--- config.mk ---
export PLATFORM = sky130hd
export DESIGN_NAME = m_stage_bus_master_flat
export DESIGN_NICKNAME = d
export VERILOG_FILES = /design/src/rtl/m_stage_bus_master_if.sv /design/src/rtl/m_stage_bus_master.sv /design/src/flat_wrapper.sv
export SDC_FILE = /design/constraint.sdc
export NUM_CORES = 1
export LEC_CHECK = 0
export BUFFER_PORTS_ARGS = -buffer_cell sky130_fd_sc_hd__buf_2
export CORE_AREA = 2 2 156 127
export DETAILED_ROUTE_END_ITERATION = 16
export DIE_AREA = 0 0 158 129
export HOLD_SLACK_MARGIN = 0.12
export PLACE_DENSITY_LB_ADDON = 0.15
export SYNTH_ARGS = -nofsm -noshare
export SYNTH_HDL_FRONTEND = slang
export SYNTH_SLANG_ARGS = --single-unit
--- constraint.sdc ---
create_clock -name clk -period 4.3 [get_ports clk]
set_input_delay 0.645 -clock clk [delete_from_list [all_inputs] [get_ports clk]]
set_output_delay 0.645 -clock clk [all_outputs]
set_load 0.05 [all_outputs]
--- src/rtl/m_stage_bus_master_if.sv ---
// Request/acknowledge system bus between the memory-stage access unit and
// data memory / timers. The master drives the request side, the slave
// returns the acknowledge and read word.
interface m_stage_bus_master_if;
  logic        req;
  logic        we;
  logic [31:0] addr;
  logic [3:0]  be;
  logic [31:0] wdata;
  logic        ack;
  logic [31:0] rdata;

  modport master (
    output req, we, addr, be, wdata,
    input  ack, rdata
  );

  modport slave (
    input  req, we, addr, be, wdata,
    output ack, rdata
  );
endinterface

--- src/rtl/m_stage_bus_master.sv ---
// Memory-stage access unit: address checks, one bus access per load/store,
// lane steering for stores and alignment/extension for loads. Holds the
// front of the pipeline while an access is outstanding.
//
//   state   | meaning
//   --------+----------------------------------------------------------
//   ST_IDLE | no access in flight; checks faults, may launch an access
//   ST_REQ  | request held on the bus until ack
//   ST_DONE | access finished; load data presented, pipeline advances
module m_stage_bus_master (
  input  logic                        clk,
  input  logic                        reset,
  input  logic [31:0]                 i_addr,
  input  logic [31:0]                 i_wdata,
  input  logic                        i_store,
  input  logic                        i_load,
  input  logic [2:0]                  i_sl_ctrl,
  input  logic                        i_exc_in,
  input  logic [4:0]                  i_exc_code_in,
  input  logic                        i_exc_clr,
  m_stage_bus_master_if.master        bus,
  output logic                        o_stall,
  output logic [31:0]                 o_rdata,
  output logic                        o_rdata_valid,
  output logic                        o_exc_get,
  output logic [4:0]                  o_exc_code
);

  typedef enum logic [1:0] {ST_IDLE, ST_REQ, ST_DONE} state_t;

  state_t      r_state;
  state_t      w_state_nxt;

  logic        r_req;
  logic        r_we;
  logic [31:0] r_addr;
  logic [3:0]  r_be;
  logic [31:0] r_wdata;
  logic [2:0]  r_sl_ctrl;
  logic [1:0]  r_lo;
  logic        r_abort;
  logic [31:0] r_rword;

  logic        w_is_half;
  logic        w_is_byte;
  logic        w_is_word;
  logic        w_op;
  logic        w_in_dm;
  logic        w_in_tc;
  logic        w_misalign;
  logic        w_fault;
  logic        w_launch;
  logic        w_abort;
  logic [3:0]  w_be_st;
  logic [31:0] w_wdata_st;
  logic [15:0] w_half;
  logic [7:0]  w_byte;

  // Access size decode; unused encodings behave as word accesses.
  assign w_is_half = (i_sl_ctrl == 3'b001) || (i_sl_ctrl == 3'b010);
  assign w_is_byte = (i_sl_ctrl == 3'b011) || (i_sl_ctrl == 3'b100);
  assign w_is_word = ~w_is_half & ~w_is_byte;

  // A store wins when both flags are set, so i_store alone picks direction.
  assign w_op = (i_store | i_load) & ~i_exc_in;

  assign w_in_dm = (i_addr <= 32'h0000_2FFF);
  assign w_in_tc = ((i_addr >= 32'h0000_7F00) && (i_addr <= 32'h0000_7F0B)) ||
                   ((i_addr >= 32'h0000_7F10) && (i_addr <= 32'h0000_7F1B));

  assign w_misalign = (w_is_word & (i_addr[1:0] != 2'b00)) | (w_is_half & i_addr[0]);

  // Timers are word-only and their count register (offset 8) is read-only.
  assign w_fault = w_op & (w_misalign |
                           ~(w_in_dm | w_in_tc) |
                           (w_in_tc & ~w_is_word) |
                           (i_store & w_in_tc & (i_addr[3:0] == 4'h8)));

  assign w_launch = (r_state == ST_IDLE) & w_op & ~w_fault & ~i_exc_clr;

  // A flush arriving on the ack cycle itself must also abort.
  assign w_abort = r_abort | i_exc_clr;

  // Store lane steering: enables follow the address, data is replicated.
  always_comb begin
    w_be_st    = 4'b1111;
    w_wdata_st = i_wdata;
    if (w_is_half) begin
      w_be_st    = i_addr[1] ? 4'b1100 : 4'b0011;
      w_wdata_st = {2{i_wdata[15:0]}};
    end else if (w_is_byte) begin
      w_be_st    = 4'b0001 << i_addr[1:0];
      w_wdata_st = {4{i_wdata[7:0]}};
    end
  end

  // State register plus registered bus outputs and captured read word.
  always_ff @(posedge clk) begin
    if (reset) begin
      r_state   <= ST_IDLE;
      r_req     <= 1'b0;
      r_we      <= 1'b0;
      r_addr    <= 32'h0;
      r_be      <= 4'h0;
      r_wdata   <= 32'h0;
      r_sl_ctrl <= 3'b000;
      r_lo      <= 2'b00;
      r_abort   <= 1'b0;
      r_rword   <= 32'h0;
    end else begin
      r_state <= w_state_nxt;
      if (w_launch) begin
        r_req     <= 1'b1;
        r_we      <= i_store;
        r_addr    <= {i_addr[31:2], 2'b00};
        r_be      <= i_store ? w_be_st : 4'b0000;
        r_wdata   <= w_wdata_st;
        r_sl_ctrl <= i_sl_ctrl;
        r_lo      <= i_addr[1:0];
        r_abort   <= 1'b0;
      end else if (r_state == ST_REQ) begin
        if (i_exc_clr) begin
          r_abort <= 1'b1;
        end
        if (bus.ack) begin
          r_req   <= 1'b0;
          r_rword <= bus.rdata;
        end
      end
    end
  end

  // Next-state, stall, exception and load-valid decode.
  always_comb begin
    w_state_nxt   = r_state;
    o_stall       = 1'b0;
    o_exc_get     = 1'b0;
    o_exc_code    = 5'd0;
    o_rdata_valid = 1'b0;
    case (r_state)
      ST_IDLE: begin
        if (i_exc_in) begin
          o_exc_get  = 1'b1;
          o_exc_code = i_exc_code_in;
        end else if (w_fault) begin
          o_exc_get  = 1'b1;
          o_exc_code = i_store ? 5'd5 : 5'd4;
        end
        if (w_launch) begin
          w_state_nxt = ST_REQ;
          o_stall     = 1'b1;
        end
      end
      ST_REQ: begin
        o_stall = 1'b1;
        if (bus.ack) begin
          if (w_abort) begin
            w_state_nxt = ST_IDLE;
            o_stall     = 1'b0;
          end else begin
            w_state_nxt = ST_DONE;
          end
        end
      end
      ST_DONE: begin
        w_state_nxt   = ST_IDLE;
        o_rdata_valid = ~r_we;
      end
      default: w_state_nxt = ST_IDLE;
    endcase
  end

  // Load alignment and extension from the captured word.
  always_comb begin
    w_half = r_lo[1] ? r_rword[31:16] : r_rword[15:0];
    case (r_lo)
      2'd0:    w_byte = r_rword[7:0];
      2'd1:    w_byte = r_rword[15:8];
      2'd2:    w_byte = r_rword[23:16];
      default: w_byte = r_rword[31:24];
    endcase
    case (r_sl_ctrl)
      3'b001:  o_rdata = {{16{w_half[15]}}, w_half};
      3'b010:  o_rdata = {16'h0, w_half};
      3'b011:  o_rdata = {{24{w_byte[7]}}, w_byte};
      3'b100:  o_rdata = {24'h0, w_byte};
      default: o_rdata = r_rword;
    endcase
  end

  assign bus.req   = r_req;
  assign bus.we    = r_we;
  assign bus.addr  = r_addr;
  assign bus.be    = r_be;
  assign bus.wdata = r_wdata;

endmodule

--- src/flat_wrapper.sv ---
// flat-port wrapper written by rule: the top's interface ports become plain ports
module m_stage_bus_master_flat 
  (clk, reset, i_addr, i_wdata, i_store, i_load, i_sl_ctrl, i_exc_in, i_exc_code_in, i_exc_clr, o_stall, o_rdata, o_rdata_valid, o_exc_get, o_exc_code, bus_req, bus_we, bus_addr, bus_be, bus_wdata, bus_ack, bus_rdata);
  m_stage_bus_master_if bus_i ();
  input  logic clk;
  input  logic reset;
  input  logic [31:0] i_addr;
  input  logic [31:0] i_wdata;
  input  logic i_store;
  input  logic i_load;
  input  logic [2:0] i_sl_ctrl;
  input  logic i_exc_in;
  input  logic [4:0] i_exc_code_in;
  input  logic i_exc_clr;
  output logic o_stall;
  output logic [31:0] o_rdata;
  output logic o_rdata_valid;
  output logic o_exc_get;
  output logic [4:0] o_exc_code;
  output wire logic [$bits(bus_i.req)-1:0] bus_req;
  output wire logic [$bits(bus_i.we)-1:0] bus_we;
  output wire logic [$bits(bus_i.addr)-1:0] bus_addr;
  output wire logic [$bits(bus_i.be)-1:0] bus_be;
  output wire logic [$bits(bus_i.wdata)-1:0] bus_wdata;
  input wire logic [$bits(bus_i.ack)-1:0] bus_ack;
  input wire logic [$bits(bus_i.rdata)-1:0] bus_rdata;
  assign bus_req = bus_i.req;
  assign bus_we = bus_i.we;
  assign bus_addr = bus_i.addr;
  assign bus_be = bus_i.be;
  assign bus_wdata = bus_i.wdata;
  assign bus_i.ack = bus_ack;
  assign bus_i.rdata = bus_rdata;
  m_stage_bus_master u_core (.clk(clk), .reset(reset), .i_addr(i_addr), .i_wdata(i_wdata), .i_store(i_store), .i_load(i_load), .i_sl_ctrl(i_sl_ctrl), .i_exc_in(i_exc_in), .i_exc_code_in(i_exc_code_in), .i_exc_clr(i_exc_clr), .bus(bus_i), .o_stall(o_stall), .o_rdata(o_rdata), .o_rdata_valid(o_rdata_valid), .o_exc_get(o_exc_get), .o_exc_code(o_exc_code));
endmodule
==> reports/qor.yml, run 1 <==
status: "completed"
startpoint: "u_core.r_lo[0]$_SDFFE_PP0P_"
synthCells: 650
cts_setup_buffers: 0
switching_share_pct: 25.9
ys_top_cells_by_count: "dfxtp_1 (108), a21oi_1 (76), nand2_1 (74), o21ai_0 (56), clkbuf_1 (37)"
min_path_cells: 1
io_buffers: 218
first_global_vias: 5326
clkTransAtPathRegs_ns: 0.08
fin_nets: 938
layout-drive-gt1-share_pct: 32.0
grt_max_degree: 73
holdPathEnd: "u_core.r_state[1]$_SDFFE_PP0P_"
worstPathRequired_ns: 3.65
cts_resized: 0
routabilityCongestion: 0.783
clk_latency_ns: 0.36
maxSlewViolCount: 0
grt_overflow_total: 0
period_share_pct: 74.7
drtPass1Iterations: 5
yosysMostFrequentCell: "dfxtp_1"
hold_start: "u_core.r_abort$_SDFFE_PP0P_"
track_usage_pct: 19.5
syn_to_final_growth_pct: 27.6
boundaryPins: 221
fin_crit_ns: 3.21
rrSetupSlack_ns: 1.72
p_leak_uw: 0.00312
tightest_slew_ns: 1.12
drt_wl_total_um: 20000
maxCapViolations: 0
viasPerCell: 5.18
p_int_uw: 1610
cp-start-kind: "register"
die_h_um: 129
worstHoldPathType: "reg -> reg"
rsz0062_at_grt: "false"
htreeDepth: 3
fin_area_mm2: 0.00712
clock-sinks: 108
ys.flop_type: "dfxtp_1"
start_util_pct: 29.7
final-hold-violation-count: 0
synth_top_area_share_pct: 38.7
yosys_warnings: 0
syn_area_mm2: 0.00558
coreArea_mm2: 0.0188
drt-initial-drc-count: 366
r2r-start: "u_core.r_state[0]$_SDFFE_PP0P_"
dp_hpwl_um: 14100
synth_largest_area_cell: "dfxtp_1"
finalSetupViolCount: 0
timing.rr.end: "u_core.bus.addr[30]$_SDFFE_PP0P_"
avgRoutedWirePerCell_um: 18.4
fin_worst_skew_ns: 0.00654
slew_headroom_pct: 25.4
endpoint_kind: "output port"
postPlaceCellArea_mm2: 0.00678
die_x_um: 158
ctsHoldBuffers: 0
cts_tree: "yes"
seqPwrFrac_pct: 46.1
power_frac_clock_pct: 43.7
async_flop_share_pct: 0
cts_buffer_depth: 2
num_vias: 5656
drcViolationCount: 0
die-area_mm2: 0.0204
rows: 45
route.antenna.remaining_nets: 0
tns_ns: 0
pwr-share-comb_pct: 10.2
powerDensity_mw_per_mm2: 305
arrival_ns: 2.57
numCtsBuffers: 9
root_buffer: "clkbuf_16"
ir_drop_v: 0.000200
cp_max_fo: 9
worstRegToRegCells: 5
yosysSeqAreaShare_pct: 38.7
synth_edf_count: 0
synthTopCellsByArea: "dfxtp_1 (39%), a21oi_1 (6.8%), mux2i_1 (5.2%), o21ai_0 (5.0%), nand2_1 (5.0%)"
synthDistinctLibCells: 53
holdWs_ns: 0.442
avgSynthCellArea_um2: 8.59
fmax_ghz: 0.311
grt_pass1_wl_um: 30700
path_class: "reg -> out"
yosys_register_bits: 108
net-switching-power_uw: 561
antenna_found_initial: 1
cell families (layout without fill, tap and decap cells):
family / after synthesis / in the layout / synth area share, %
AO/OA/AOI/OAI: 229 / 229 / 26.4
AND/OR/NAND/NOR: 200 / 200 / 19.3
flip-flops: 108 / 108 / 38.7
buffers and inverters: 71 / 252 / 6.21
multiplexers: 37 / 37 / 8.43
XOR/XNOR: 3 / 3 / 0.606
adder cells (fa/ha/maj): 1 / 1 / 0.179
other: 1 / 3 / 0.0672
layout by cell type, fill, tap and decap left out, types with 3 or more instances in the layout:
master	instances
buf_2	217
dfxtp_1	108
a21oi_1	76
nand2_1	74
o21ai_0	56
nand4_1	35
mux2i_1	29
nor3b_1	21
nor2b_1	20
a21o_1	17
a31oi_1	17
a311oi_1	16
a2bb2oi_1	15
buf_4	15
nor3_1	10
nor2_1	9
clkbuf_16	9
mux4_2	8
a221o_1	8
o211a_1	8
nand2b_1	6
nand3_1	4
inv_1	4
nor4_1	4
o21ai_1	3
nand3b_1	3
and3_1	3
and2_1	3
worst max-delay path by stage:
stage | endpoint | slack, ns | depth (start not counted)
global placement | o_exc_code[2] | 1.20 | 8
floorplan | o_exc_code[2] | 1.23 | 8
detailed placement | o_exc_code[2] | 1.18 | 8
finish | o_rdata[14] | 1.09 | 7
global route | o_rdata[14] | 0.89 | 7
CTS | o_rdata[14] | 1.10 | 7
stage by stage:
| step | cells | worst slack (ns) | power [uW] | utilization, % |
|---|---|---|---|---|
| after floorplan | 651 | 1.23 | 1150 | - |
| after global placement | 1074 | 1.20 | 1240 | 36.1 |
| after detailed placement | 1074 | 1.18 | 1240 | 36.1 |
| after CTS | 1090 | 1.10 | 2200 | 37.8 |
| after global routing | 1091 | 0.894 | 2260 | 37.9 |
| final | 1091 | 1.09 | 2170 | 37.9 |
critical path: stages, from the launching register on:
cell	delay, ns
dfxtp_1	0.31
buf_4	0.23
mux4_2	0.59
a21o_1	0.19
a21boi_0	0.19
o21ai_1	0.24
a2bb2oi_1	0.23
buf_2	0.23
power groups by stage:
stage / logic [uW] / clock network, uW / registers [uW]
after floorplan: 126 / 0 / 1020
after global placement: 220 / 0 / 1020
after detailed placement: 218 / 0 / 1020
after CTS: 220 / 983 / 999
after global routing: 240 / 1020 / 999
final: 221 / 949 / 999
layout make-up:
class	count	area (um^2)
clock inverters	6	105
clock buffers	10	229
fillers	2029	11700
repair buffers	232	1200
multi-input cells	472	3080
inverters	4	15.0
well taps	258	323
diodes	1	2.50
flip-flops and latches	108	2160
layer usage:
metal / wire [um] / GRT usage (%) / share of wire, % / up-vias
met5: 0 / 0 / 0 / -
li1: - / - / - / 2774
met3: 1120 / 5.22 / 5.6 / 13
met4: 153 / 3.66 / 0.76 / 0
met2: 8630 / 28.0 / 43 / 162
met1: 10100 / 29.2 / 51 / 2707
flip-flops by register name (all words and copies together) (netlist names):
register,count
u_core.bus.wdata,32
u_core.r_rword,32
u_core.bus.addr,30
u_core.bus.be,4
u_core.r_sl_ctrl,3
u_core.r_lo,2
u_core.r_state,2
u_core.bus.req,1
u_core.bus.we,1
u_core.r_abort,1
(Power assumes the default switching activity.)
==> run 2, diff against run 1 <==
Settings changed: ABC_AREA from default to 1, CORE_AREA 2 2 156 127 to 2 2 160 131, DIE_AREA 0 0 158 129 to 0 0 162 133.
Clock period 4.3 ns to 3.1 ns, I/O delays scaled along.
==> run 2 against run 1 <==
Critical endpoint is now o_rdata[22]. Synthesized cell count grew 48%. Critical path type unchanged. Global-route usage shrank 1.2 points. Sequential power grew 39%.
==> reports/qor.yml, run 2 <==
status: "completed"  # unchanged
synth_largest_area_cell: "dfxtp_1"  # unchanged
hold_start: "bus_rdata[28]"  # was u_core.r_abort$_SDFFE_PP0P_
start_util_pct: 29.3  # was 29.7%
endpoint_kind: "output port"  # unchanged
layout_commonest_cell: "buf_2"  # unchanged
cts_resized: 0  # unchanged
fin_nets: 1262  # was 938
synthTopCellsByArea: "dfxtp_1 (37%), inv_1 (13%), nand2_1 (13%), o21ai_0 (7.8%), nor2_1 (6.6%)"  # was dfxtp_1 (39%), a21oi_1 (6.8%), mux2i_1 (5.2%), o21ai_0 (5.0%), nand2_1 (5.0%)
synthCells: 960  # was 650
multi_input_area_mm2: 0.00268  # was 0.00308 mm^2
fillers: 2310  # was 2029
ctsHoldBuffers: 0  # unchanged
fmax_ghz: 0.348
slew_headroom_pct: 53.9  # was 25.4%
antenna_found_initial: 2  # was 1
avgRoutedWirePerCell_um: 13.6  # was 18.4 um
die_h_um: 133  # was 129 um
ys.flop_type: "dfxtp_1"  # unchanged
cp-start-kind: "register"  # unchanged
holdWs_ns: 0.386  # was 0.442 ns
worstHoldPathType: "in -> reg"  # was reg -> reg
r2r-start: "u_core.r_state[0]$_SDFFE_PP0P_"  # unchanged
yosys_warnings: 0  # unchanged
switching_share_pct: 25.9  # about the same
clkTransAtPathRegs_ns: 0.08  # about the same
pwr-share-comb_pct: 10.6  # was 10.2%
ys_top_cells_by_count: "inv_1 (209), nand2_1 (198), dfxtp_1 (108), nor2_1 (104), o21ai_0 (92)"  # was dfxtp_1 (108), a21oi_1 (76), nand2_1 (74), o21ai_0 (56), clkbuf_1 (37)
period_share_pct: 92.7
powerDensity_mw_per_mm2: 387  # was 305 mW/mm^2
grt_max_degree: 76  # was 73
drt_wl_total_um: 19500  # was 20000 um
final_cell_mix: "buf_2 (218), inv_1 (209), nand2_1 (198)"  # was buf_2 (217), dfxtp_1 (108), a21oi_1 (76)
timing.rr.end: "u_core.r_lo[0]$_SDFFE_PP0P_"  # was u_core.bus.addr[30]$_SDFFE_PP0P_
worstRegToRegCells: 7  # was 5
layout-drive-gt1-share_pct: 23.2  # was 32.0%
drt-initial-drc-count: 442  # was 366
dp_hpwl_um: 14100  # about the same
tightest_slew_ns: 0.690  # was 1.12 ns
io_buffers: 218  # unchanged
boundaryPins: 221  # unchanged
clock-sinks: 108  # unchanged
p_leak_uw: 0.00402  # was 0.00312 uW
cts_buffer_depth: 2  # unchanged
avgSynthCellArea_um2: 6.14  # was 8.59 um^2
p_int_uw: 2170  # was 1610 uW
drtPass1Iterations: 7  # was 5
die_x_um: 162  # was 158 um
drcViolationCount: 0  # unchanged
syn_to_final_growth_pct: 28.4  # was 27.6%
rsz0062_at_grt: "false"  # unchanged
maxSlewViolCount: 0  # unchanged
grt_pass1_wl_um: 31500  # was 30700 um
fin_crit_ns: 2.87
num_vias: 6344  # was 5656
track_usage_pct: 18.2  # was 19.5%
synth_top_area_share_pct: 36.7  # was 38.7%
clk_latency_ns: 0.36  # about the same
first_global_vias: 6024  # was 5326
holdPathEnd: "u_core.r_rword[28]$_SDFFE_PP0P_"  # was u_core.r_state[1]$_SDFFE_PP0P_
maxCapViolations: 0  # unchanged
arrival_ns: 2.41  # was 2.57 ns
grt_overflow_total: 0  # unchanged
numCtsBuffers: 9  # unchanged
tns_ns: 0  # unchanged
synth_edf_count: 0  # unchanged
viasPerCell: 4.45  # was 5.18
ir_drop_v: 0.000226  # was 0.000200 V
final-hold-violation-count: 0  # unchanged
rrSetupSlack_ns: 1.03  # was 1.72 ns
routabilityCongestion: 0.811  # was 0.783
worstPathRequired_ns: 2.63  # was 3.65 ns
finalPower_uw: 2930  # was 2170 uW
rows: 47  # was 45
min_path_cells: 3  # was 1
coreArea_mm2: 0.0201  # was 0.0188 mm^2
yosysMostFrequentCell: "inv_1"  # was dfxtp_1
cts_tree: "yes"  # unchanged
htreeDepth: 3  # unchanged
power_frac_clock_pct: 42.1  # was 43.7%
net-switching-power_uw: 757  # was 561 uW
yosys_register_bits: 108  # unchanged
synthDistinctLibCells: 26  # was 53
regArea_mm2: 0.00216  # unchanged
root_buffer: "clkbuf_16"  # unchanged
seqPwrFrac_pct: 47.3  # was 46.1%
post-route-util_pct: 37.6  # was 37.9%
path_class: "reg -> out"  # unchanged
cts_setup_buffers: 0  # unchanged
syn_area_mm2: 0.00589  # was 0.00558 mm^2
finalSetupViolCount: 0  # unchanged
cp_max_fo: 16  # was 9
die-area_mm2: 0.0215  # was 0.0204 mm^2
yosysSeqAreaShare_pct: 36.7  # was 38.7%
fin_worst_skew_ns: 0.00792  # was 0.00654 ns
async_flop_share_pct: 0  # unchanged
route.antenna.remaining_nets: 0  # unchanged
run 2: changes by cell type in the layout (fill, tap and decap cells not counted), moves of 20 or more:
cell and delta:
mux2i_1 -29, a21oi_1 -29, o21ai_0 +36, nor2b_1 -20
nor3b_1 -21, nand4_1 +20, inv_1 +205, nand2_1 +124
nand3_1 +43, nor2_1 +95
run 2: routing by layer:
metal | GRT usage [%] | vias to the layer above | share of wire, % | routed length (um)
li1 | - | 3352 | - | -
met1 | 25.8 | 2778 | 49 | 9580
met2 | 26.9 | 190 | 42 | 8110
met3 | 5.58 | 24 | 7.1 | 1390
met4 | 4.92 | 0 | 1.9 | 379
met5 | 0 | - | 0 | 0
run 2: layout make-up:
type / count / area share [%]
clock buffers: 12 / 3.39
flip-flops and latches: 108 / 28.6
repair buffers: 234 / 16.3
diodes: 2 / 0.0661
well taps: 269 / 4.45
clock inverters: 4 / 0.695
inverters: 222 / 11.0
multi-input cells: 576 / 35.5
run 2: worst max-delay path, cell delays in order (launching register included):
cell	delay, ns
dfxtp_1	0.33
inv_1	0.23
nand2_1	0.08
o21ai_0	0.08
a21oi_1	0.11
nand2_1	0.26
o21ai_0	0.14
inv_1	0.39
o21ai_0	0.18
buf_2	0.25
run 2: how the worst max path moves through the flow:
stage,from,end
6_report,u_core.r_lo[0]$_SDFFE_PP0P_,o_rdata[22]
2_1_floorplan,u_core.r_sl_ctrl[2]$_SDFFE_PP0P_,o_rdata[19]
3_3_place_gp,i_sl_ctrl[0],o_exc_code[0]
3_5_place_dp,i_sl_ctrl[0],o_stall
5_1_grt,u_core.r_lo[1]$_SDFFE_PP0P_,o_rdata[17]
4_1_cts,u_core.r_lo[0]$_SDFFE_PP0P_,o_rdata[22]
run 2: power groups by stage:
stage / sequential [uW] / combinational [uW] / clock, uW
after floorplan: 1420 / 175 / 0
final: 1390 / 312 / 1230
after global placement: 1420 / 312 / 0
after detailed placement: 1420 / 310 / 0
after CTS: 1390 / 312 / 1290
after global routing: 1390 / 352 / 1330
run 2: cells by family after synthesis:
logic type | count (synthesis) | share of synthesized area (%)
compound gates | 160 | 14.8
other cells | 1 | 0.0637
flops | 108 | 36.7
simple gates | 414 | 30.2
buf+inv | 277 | 18.2
run 2: through the flow:
step / cells / instance area (um^2) / setup WS (ns)
detailed placement: 1409 / 7250 / 0.534
global placement: 1409 / 7250 / 0.543
floorplan: 961 / 5890 / 0.199
CTS: 1425 / 7560 / 0.235
global route: 1426 / 7560 / 0.0248
finish: 1427 / 7570 / 0.227
